### config.mk
export PLATFORM = sky130hd
export DESIGN_NAME = arrow_judge
export DESIGN_NICKNAME = d
export VERILOG_FILES = /design/src/rtl/arrow_judge.sv
export SDC_FILE = /design/constraint.sdc
export NUM_CORES = 1
export LEC_CHECK = 0
export ABC_AREA = 1
export BUFFER_PORTS_ARGS = -buffer_cell sky130_fd_sc_hd__buf_2
export CAP_MARGIN = 0
export CORE_MARGIN = 1
export CORE_UTILIZATION = 58
export CTS_CLUSTER_DIAMETER = 150
export DETAILED_ROUTE_END_ITERATION = 6
export GPL_TIMING_DRIVEN = 0
export PLACE_DENSITY_LB_ADDON = 0.3
export SLEW_MARGIN = 20
export SYNTH_ARGS = -nofsm -noshare
export SYNTH_HDL_FRONTEND = slang
export SYNTH_SLANG_ARGS = --single-unit
### constraint.sdc
create_clock -name clk -period 5.61 [get_ports clk]
set_input_delay 0.561 -clock clk [delete_from_list [all_inputs] [get_ports clk]]
set_output_delay 0.561 -clock clk [all_outputs]
set_load 0.005 [all_outputs]
### src/rtl/arrow_judge.sv
// Per-lane note timing judge: turns debounced arrow levels into presses and grades them against
// pending notes. Build with ARROW_JUDGE_STRAY_PENALTY_EN to clear combo on presses to idle lanes.
module arrow_judge #(
    parameter int unsigned LANES        = 4,
    parameter int unsigned WINDOW       = 32,
    parameter int unsigned PERFECT_HALF = 4,
    parameter int unsigned PTS_PERFECT  = 3,
    parameter int unsigned PTS_GOOD     = 1
) (
    input  logic                 clk,
    input  logic                 rst_n,
    input  logic [LANES-1:0]     button_state,
    input  logic                 note_valid,
    input  logic [1:0]           note_lane,
    output logic                 note_ready,
    output logic [LANES-1:0]     judge_valid,
    output logic [2*LANES-1:0]   judge_grade,
    output logic [15:0]          score,
    output logic [7:0]           combo
);

    localparam int unsigned TW   = $clog2(WINDOW);
    localparam int unsigned CW   = $clog2(LANES + 1);
    localparam logic [TW-1:0] TLOAD = TW'(WINDOW - 1);
    localparam logic [TW:0]   HALF  = (TW+1)'(WINDOW / 2);
    localparam logic [TW:0]   PHALF = (TW+1)'(PERFECT_HALF);

    typedef enum logic {StIdle, StPending} lane_st_t;

    lane_st_t            r_state [LANES];
    logic [TW-1:0]       r_timer [LANES];
    logic [LANES-1:0]    r_prev;
    logic [LANES-1:0]    r_judge_valid;
    logic [2*LANES-1:0]  r_judge_grade;
    logic [15:0]         r_score;
    logic [7:0]          r_combo;

    logic [LANES-1:0]    w_busy;
    logic [LANES-1:0]    w_press;
    logic [LANES-1:0]    w_accept;
    logic [LANES-1:0]    w_hit;
    logic [LANES-1:0]    w_miss;
    logic [LANES-1:0]    w_stray;
    logic [LANES-1:0]    w_perfect;
    logic [TW:0]         w_t    [LANES];
    logic [TW:0]         w_diff [LANES];
    logic [2*LANES-1:0]  w_grade;
    logic [17:0]         w_pts;
    logic [CW-1:0]       w_hits;
    logic [17:0]         w_score_sum;
    logic [8:0]          w_combo_sum;
    logic                w_combo_clr;

    always_comb begin
        w_press     = button_state & ~r_prev;
        w_grade     = '0;
        w_pts       = '0;
        w_hits      = '0;
        w_busy      = '0;
        w_accept    = '0;
        w_hit       = '0;
        w_miss      = '0;
        w_stray     = '0;
        w_perfect   = '0;
        for (int i = 0; i < int'(LANES); i++) begin
            w_busy[i]    = (r_state[i] == StPending);
            w_accept[i]  = note_valid && !w_busy[i] && (int'(note_lane) == i);
            w_hit[i]     = w_busy[i] & w_press[i];
            w_miss[i]    = w_busy[i] & ~w_press[i] & (r_timer[i] == '0);
            w_stray[i]   = ~w_busy[i] & w_press[i];
            // Widened unsigned distance from the window centre.
            w_t[i]       = {1'b0, r_timer[i]};
            w_diff[i]    = (w_t[i] >= HALF) ? (w_t[i] - HALF) : (HALF - w_t[i]);
            w_perfect[i] = (w_diff[i] <= PHALF);
            if (w_hit[i]) begin
                w_grade[2*i +: 2] = w_perfect[i] ? 2'b01 : 2'b10;
                w_pts  = w_pts + (w_perfect[i] ? 18'(PTS_PERFECT) : 18'(PTS_GOOD));
                w_hits = w_hits + {{(CW-1){1'b0}}, 1'b1};
            end else if (w_miss[i]) begin
                w_grade[2*i +: 2] = 2'b11;
            end
        end
        w_score_sum = {2'b00, r_score} + w_pts;
        w_combo_sum = {1'b0, r_combo} + 9'(w_hits);
`ifdef ARROW_JUDGE_STRAY_PENALTY_EN
        w_combo_clr = (|w_miss) | (|w_stray);
`else
        w_combo_clr = |w_miss;
`endif
    end

    assign note_ready  = ~w_busy[note_lane];
    assign judge_valid = r_judge_valid;
    assign judge_grade = r_judge_grade;
    assign score       = r_score;
    assign combo       = r_combo;

    always_ff @(posedge clk or negedge rst_n) begin
        if (!rst_n) begin
            // All ones so a button held through reset does not read as a press.
            r_prev        <= '1;
            r_judge_valid <= '0;
            r_judge_grade <= '0;
            r_score       <= '0;
            r_combo       <= '0;
            for (int i = 0; i < int'(LANES); i++) begin
                r_state[i] <= StIdle;
                r_timer[i] <= '0;
            end
        end else begin
            r_prev        <= button_state;
            r_judge_valid <= w_hit | w_miss;
            r_judge_grade <= w_grade;
            r_score       <= (w_score_sum[17:16] != 2'b00) ? 16'hFFFF : w_score_sum[15:0];
            if (w_combo_clr) begin
                r_combo <= '0;
            end else begin
                r_combo <= w_combo_sum[8] ? 8'hFF : w_combo_sum[7:0];
            end
            for (int i = 0; i < int'(LANES); i++) begin
                unique case (r_state[i])
                    StIdle: begin
                        if (w_accept[i]) begin
                            r_state[i] <= StPending;
                            r_timer[i] <= TLOAD;
                        end
                    end
                    StPending: begin
                        if (w_hit[i] || w_miss[i]) begin
                            r_state[i] <= StIdle;
                        end else begin
                            r_timer[i] <= r_timer[i] - 1'b1;
                        end
                    end
                    default: r_state[i] <= StIdle;
                endcase
            end
        end
    end

endmodule

==> results.yml, run 1 <==
run_status:
  status: "finished, final reports clean"
global_route:
  grt_pass1_vias: 2923
  antenna_found_initial: 0
  overflow: 0
  grt_max_degree: 65
  grt_pass1_wl_um: 11900
  grt_use_total_pct: 23.4
sta:
  drv_slew: 0
  period_needed_ps: 4900
  tns_ps: 0
  clock.fmax_ghz: 0.204
  setup_slack_ps: 712
  fin_crit_sh_pct: 87.3
  finClkSkew_ps: 14.8
  relSlewSlack_pct: 48.0
  whs_ps: 290
  finalHoldViolCount: 0
  setup-violations-final: 0
  rsz0062_at_grt: "no"
  tightest_slew_ps: 780
critical_path:
  timing.rr.start: "r_timer[15]"
  end_kind: "flop"
  crit_required_ps: 5840
  reg2reg_to: "score[13]"
  critPathMaxFanout: 10
  r2r_cells: 29
  critPathMaxStageDelay_ps: 490
  startpoint_type: "flop"
  cpMaxStageDelayCell: "fa_1"
  critPathLaunch: "r_timer[15]"
  cp_data_arrival_time_ps: 5130
  cp_common_cell: "nand2_1"
  critPathKind: "reg2reg"
  rrSetupSlack_ps: 710
floorplan:
  row_count: 28
  chipHeight_um: 82.3
  fp.dieW_um: 82.3
  die-area_mm2: 0.00677
  io_pins: 46
  start_util_pct: 61.7
  core_area_mm2: 0.00606
clocking:
  cts_root_buffer: "clkbuf_8"
  clock_path_buffers: 2
  insertion_delay_ps: 350
  cts-hold-fix-buffers: 0
  cts_tree: "built"
  htree_levels: 3
  path_clk_slew_ps: 70
  postCtsSetupRepairBufs: 0
  clock_sinks: 64
  cts-resized-gates: 0
  cts_made_buffers: 9
yosys:
  synth.distinct_cells: 37
  syn_inst: 452
  syn-num-nets: 485
  ys_ff_latch: 64
  yosysWarnings: 0
  synth_area_per_cell_um2: 8.27
  synth_seq_area_share_pct: 43.0
  syn_area_mm2: 0.00374
placed_design:
  dpl-instance-area_mm2: 0.00406
  placed_cells: 572
  hpwl_um: 5410
  globalplace.congestion: 0.876
  portBuffers: 45
  dp_slack_ps: 739
job:
  maxCapViolCount: 0
worst_hold_path:
  hold_path_class: "in2async"
routing:
  met1_length_um: 3180
  firstDrtPassIters: 4
  post-route-drc-count: 0
  viasPerCell: 5.22
  dr_wl_met3_um: 217
  routed-wl-met2_um: 3530
  ant_nets: 0
  wl_per_cell_um: 12.1
  wirelength_um: 7070
  top_layer: "met4"
  vias: 3058
  first_iter_violations: 116
cells_and_area:
  drive_gt1_share_pct: 19.2
  diodes: 0
  instances_no_fill: 586
  stdcell_area_mm2: 0.00422
  areaGrowthSynthToFinish_pct: 12.8
  fin_nets: 541
power_and_ir_drop:
  peakVddDrop_mv: 0.245
  p_per_area_mw_per_mm2: 390
  p_leak_uw: 0.00237
state kept, by name (all words and copies together) (netlist names):
register,count
combo,8
judge_grade,8
judge_valid,4
r_prev,4
r_state,4
r_timer,20
score,16
placed cells by master (no fill, tap or decap), types with 3 or more instances in the layout:
cell type,count
a21oi_1,20
a31oi_1,4
buf_2,44
clkbuf_8,10
dfrtp_1,60
dfstp_2,4
fa_1,5
ha_1,19
inv_1,78
inv_2,6
nand2_1,94
nand2_2,8
nand3_1,31
nand3_2,7
nand3b_1,4
nand4_1,7
nor2_1,32
nor2_4,3
nor3_1,11
o21ai_0,18
o21ai_1,6
xor2_1,12
how the worst max path moves through the flow:
stage	depth (start not counted)	slack (ps)	end
floorplan	29	1150	score[13]
global placement	29	840	score[13]
detailed placement	29	740	score[15]
CTS	29	720	score[7]
global route	29	300	score[13]
finish	29	710	score[13]
synthesized netlist by cell type:
cell type  instances  area [µm²]
buf_6              2        22.5
and2_1             2        12.5
ha_1              19         238
nor2_2             2        12.5
and3_1             2        12.5
dfrtp_1           60        1500
inv_2              6        22.5
or2_1              1        6.26
nand3_4            2        35.0
inv_1             78         293
nand4_2            1        12.5
a21oi_1           20         100
nor3_1            11        55.1
nand4_1            7        43.8
nand2_1           94         353
nor2_4             3        33.8
a31oi_1            4        25.0
or4_1              1        7.51
nand3_1           31         155
nand3b_2           1        11.3
nand2_4            2        22.5
xor2_1            12         105
a22oi_1            1        7.51
or2_2              1        6.26
a31o_1             1        8.76
nand3_2            7        70.1
nand3b_1           4        30.0
a21oi_2            1        8.76
xor2_2             1        16.3
nand2_2            8        50.1
o21ai_0           18        90.1
dfstp_2            4         105
o21a_1             1        7.51
o211ai_1           1        7.51
o21ai_1            6        30.0
nor2_1            32         120
fa_1               5         100
worst max-delay path: cells and delay by family, from the launching register on:
kind / cells / cell delay, ps
fa+ha+maj: 5 / 1760
compound gates: 3 / 500
flops: 1 / 360
xor+xnor: 1 / 160
simple gates: 16 / 1550
buf+inv: 4 / 420
through the flow:
stage	total power, µW	util [%]
after detailed placement	1320	67.0
final	1640	69.6
after global placement	1280	66.9
after CTS	1660	69.6
after floorplan	1130	-
after global routing	1790	69.6
report_power, final:
part	switching [µW]	internal, µW
clock network	164	166
registers	95.1	590
logic	382	247
cells by family after synthesis:
group,synth area share [%]
AO/OA/AOI/OAI,7.63
XOR/XNOR,3.25
adder cells (fa/ha/maj),9.04
buffers and inverters,9.04
flip-flops,43.0
AND/OR/NAND/NOR,28.1
area by class of cell:
class,count,area (µm²)
fillers,499,1850
well taps,75,93.8
multi-input cells,302,1790
repair buffers,45,228
plain buffers,2,22.5
inverters,84,315
clock inverters,2,10.0
flip-flops and latches,64,1610
clock buffers,12,145
per-layer routing:
| metal | vias to the layer above | GRT usage [%] |
|---|---|---|
| met3 | 15 | 4.29 |
| met5 | - | 0 |
| li1 | 1548 | - |
| met2 | 56 | 41.7 |
| met4 | 0 | 12.6 |
| met1 | 1439 | 26.4 |
Note: power is estimated with default switching activity, not from simulation.
==> run 2: changes to the inputs <==
- CORE_ASPECT_RATIO: unset -> 0.75
==> results.yml, run 2 (synthesis results as in run 1) <==
run_status:
  status: "finished, final reports clean"
routing:
  first_iter_violations: 144
  vias: 3091
  viasPerCell: 5.22
  firstDrtPassIters: 5
  ant_nets: 0
  wirelength_um: 7390
  post-route-drc-count: 0
  wl_per_cell_um: 12.5
critical_path:
  cp_common_cell: "nand2_1"
  critPathKind: "reg2reg"
  rrSetupSlack_ps: 660
  reg2reg_to: "score[15]"
  timing.rr.start: "r_timer[15]"
  crit_buf_inv: 4
  crit_required_ps: 5830
  critPathMaxFanout: 10
  worst-path-stages: 29
  crit_family: "adder cells"
  end_kind: "flop"
  critPathMaxStageDelay_ps: 510
  r2r_cells: 29
  crit_path_end: "score[15]"
  cp_data_arrival_time_ps: 5170
  critPathLaunch: "r_timer[15]"
  startpoint_type: "flop"
  cpMaxStageDelayCell: "fa_1"
floorplan:
  fp.dieW_um: 94.7
  start_util_pct: 62.3
  die-area_mm2: 0.00677
  row_count: 24
  core_area_mm2: 0.00601
  io_pins: 46
  chipHeight_um: 71.5
sta:
  rsz0062_at_grt: "no"
  finClkSkew_ps: 12.3
  drv_slew: 0
  tightest_slew_ps: 444
  finalHoldViolCount: 0
  fin_crit_sh_pct: 88.2
  period_needed_ps: 4950
  tns_ps: 0
  clock.fmax_ghz: 0.202
  relSlewSlack_pct: 70.3
  setup-violations-final: 0
global_route:
  grt_max_degree: 38
  grt_pass1_wl_um: 12600
  grt_pass1_vias: 2827
  overflow: 0
  grt_use_total_pct: 24.0
  antenna_found_initial: 0
clocking:
  insertion_delay_ps: 340
  cts-resized-gates: 0
  cts-hold-fix-buffers: 0
  postCtsSetupRepairBufs: 0
  cts_made_buffers: 9
  path_clk_slew_ps: 70
  clock_sinks: 64
  cts_root_buffer: "clkbuf_8"
  cts_tree: "built"
  clock_path_buffers: 2
  htree_levels: 3
worst_hold_path:
  hold_path_class: "in2async"
cells_and_area:
  drive_gt1_share_pct: 20.0
  regMostFlops: "r_timer"
  areaGrowthSynthToFinish_pct: 14.8
  largest_reg_flops: 20
  fin_nets: 542
  final_common_cell: "nand2_1"
  layout_common_cells: "94 x nand2_1, 78 x inv_1, 60 x dfrtp_1, 44 x buf_2, 32 x nor2_1"
  utilization_pct: 71.4
  diodes: 0
job:
  maxCapViolCount: 0
power_and_ir_drop:
  peakVddDrop_mv: 0.218
  p_leak_uw: 0.00240
  p_per_area_mw_per_mm2: 402
placed_design:
  globalplace.congestion: 0.833
  portBuffers: 45
  hpwl_um: 5760
run 2: area by class of cell:
type / instances / area [µm²]
timing repair buffer: 46 / 248
multi-input combinational: 302 / 1790
clock buffer: 11 / 151
sequential: 64 / 1610
inverter: 84 / 315
buffer: 2 / 22.5
fill: 468 / 1720
tap: 78 / 97.6
clock inverter: 5 / 55.1
run 2: metal layers:
layer / vias to the layer above / part of all wire, % / GRT usage [%]
met5: - / 0 / 0
met4: 0 / 0.70 / 7.74
met3: 4 / 4.7 / 6.16
met2: 68 / 46 / 37.3
met1: 1463 / 49 / 33.2
li1: 1556 / - / -
run 2: worst min path at each step:
stage                      end        from  cells past startpoint  slack [ps]
detailed placement  r_timer[7]  r_timer[7]                      2         490
CTS                 r_timer[7]       rst_n                      1         130
global placement    r_timer[7]  r_timer[7]                      2         470
finish              r_timer[7]       rst_n                      1         120
floorplan             combo[0]       rst_n                      0         270
global route        r_timer[7]       rst_n                      1         140
run 2: metrics by stage:
stage,hold slack (ps),std cells,cell area (µm²),setup WS (ps),total power [µW]
final,124,592,4290,662,1730
after global routing,138,592,4290,288,1870
after CTS,132,592,4290,684,1740
after detailed placement,487,576,4080,705,1330
after global placement,468,575,4060,851,1290
after floorplan,265,452,3740,1150,1130
run 2: power by group:
group | switching [µW] | internal [µW] | leakage (µW)
clock network | 178 | 228 | 0.000101
logic | 384 | 250 | 0.00155
registers | 97.1 | 590 | 0.000751
total | 658 | 1070 | 0.00240
==> run 3: changes to the inputs <==
- CORE_UTILIZATION: 58 -> 63
- GPL_TIMING_DRIVEN: 0 -> unset
- clock period: 5.61 -> 5.72 ns (I/O delays scaled with it)
==> results.yml, run 3 (synthesis results as in run 1) <==
run_status:
  status: "finished, final reports clean"
global_route:
  grt_pass1_vias: 2761
  antenna_found_initial: 0
  use_met1_pct: 34.5
  overflow: 0
  grt_use_met3_pct: 8.11
  grt_pass1_wl_um: 12500
  grt_use_total_pct: 26.4
  grt_use_met2_pct: 43.7
  top_usage_layer: "met2"
  grt_max_degree: 65
floorplan:
  io_pins: 46
  core_area_mm2: 0.00553
  start_util_pct: 67.7
  row_count: 23
  chipHeight_um: 68.7
  fp.dieW_um: 91.0
  die-area_mm2: 0.00625
cells_and_area:
  fin_nets: 540
  stdcell_area_mm2: 0.00421
  instances_no_fill: 586
  multi_input_area_mm2: 0.00179
  largest_reg_flops: 20
  drive_gt1_share_pct: 19.4
  final_common_cell: "nand2_1"
  diodes: 0
  seq_area_mm2: 0.00161
  areaGrowthSynthToFinish_pct: 12.5
  regMostFlops: "r_timer"
  layout_common_cells: "94 x nand2_1, 78 x inv_1, 60 x dfrtp_1, 45 x buf_2, 32 x nor2_1"
  fill_cells: 419
clocking:
  clock_path_buffers: 2
  cts_tree: "built"
  path_clk_slew_ps: 70
  cts_root_buffer: "clkbuf_8"
  cts_made_buffers: 9
  htree_levels: 3
  postCtsSetupRepairBufs: 0
  insertion_delay_ps: 360
  clock_sinks: 64
  cts-resized-gates: 0
  cts-hold-fix-buffers: 0
sta:
  finClkSkew_ps: 16.3
  rsz0062_at_grt: "no"
  setup-violations-final: 0
  tightest_slew_ps: 809
  tns_ps: 0
  period_needed_ps: 4810
  drv_slew: 0
  whs_ps: 311
  finalHoldViolCount: 0
  clock.fmax_ghz: 0.208
  fin_crit_sh_pct: 84.2
  relSlewSlack_pct: 46.1
worst_hold_path:
  hold_path_end: "r_prev[3]"
  hold_depth: 1
  worst_hold_startpoint: "button_state[3]"
  hold_path_class: "in2reg"
placed_design:
  portBuffers: 45
  placed_cells: 571
  hpwl_um: 5780
  dpl-instance-area_mm2: 0.00404
  globalplace.congestion: 0.848
critical_path:
  cp_data_arrival_time_ps: 5060
  rrSetupSlack_ps: 910
  end_kind: "flop"
  critPathKind: "reg2reg"
  timing.rr.start: "r_timer[15]"
  startpoint_type: "flop"
  reg2reg_to: "score[13]"
  crit_required_ps: 5960
  r2r_cells: 27
  critPathMaxFanout: 6
routing:
  viasPerCell: 5.25
  post-route-drc-count: 0
  ant_nets: 0
  wirelength_um: 7660
  first_iter_violations: 174
  vias: 3077
  firstDrtPassIters: 5
  wl_per_cell_um: 13.1
power_and_ir_drop:
  p_leak_uw: 0.00236
  peakVddDrop_mv: 0.266
  p_per_area_mw_per_mm2: 390
job:
  maxCapViolCount: 0
## run 3: cell types whose count changed in the layout (fill, tap and decap cells not counted), sizes merged
cell      change
clkinv        +1
bufinv        -1
clkinvlp      -1
buf           -2
## run 3: power by group
part           switching, µW  internal (µW)
clock network            171            164
registers               99.0            578
logic                    384            243
## run 3: worst max-delay path by stage
stage,start,endpoint,slack [ps]
final,r_timer[15],score[13],910
after global routing,r_timer[15],score[13],540
after CTS,r_timer[15],score[8],900
after detailed placement,r_timer[15],score[8],930
after global placement,r_timer[15],score[2],1100
after floorplan,r_timer[15],score[13],1260
## run 3: critical path, cell delays in order, from the launching register on
cell,delay (ps)
dfrtp_1,360
inv_1,140
ha_1,220
nand3_1,110
nor2_1,170
a21oi_1,80
and2_1,150
nand2_1,70
inv_1,50
fa_1,470
nand2_1,80
nand2_1,100
inv_1,60
fa_1,490
nand2_1,60
and2_1,180
ha_1,270
a31o_1,140
nand3_1,70
xor2_1,170
ha_1,340
inv_1,70
nor3_1,190
nand2_1,120
nand2_2,120
nand3_2,110
o21ai_0,220
nand3b_2,90
## run 3: routing by layer
metal	routed length (µm)	vias to the layer above	part of all wire, %
li1	-	1548	-
met1	3630	1440	47
met2	3570	80	47
met3	384	9	5.0
met4	71	0	0.93
met5	0	-	0
## run 3: cell type report
class / count / share of cell area, %
multi-input cells: 302 / 42.7
flip-flops and latches: 64 / 38.2
inverters: 84 / 7.50
repair buffers: 46 / 5.53
clock buffers: 11 / 3.36
well taps: 75 / 2.23
clock inverters: 4 / 0.535
## run 3: metrics by stage
step           setup slack [ps]  util [%]  total power, µW
5_1_grt                     535      76.1             1770
6_report                    905      76.1             1640
2_1_floorplan              1260         -             1110
4_1_cts                     905      76.1             1640
3_5_place_dp                934      73.2             1300
3_3_place_gp               1100      73.2             1260
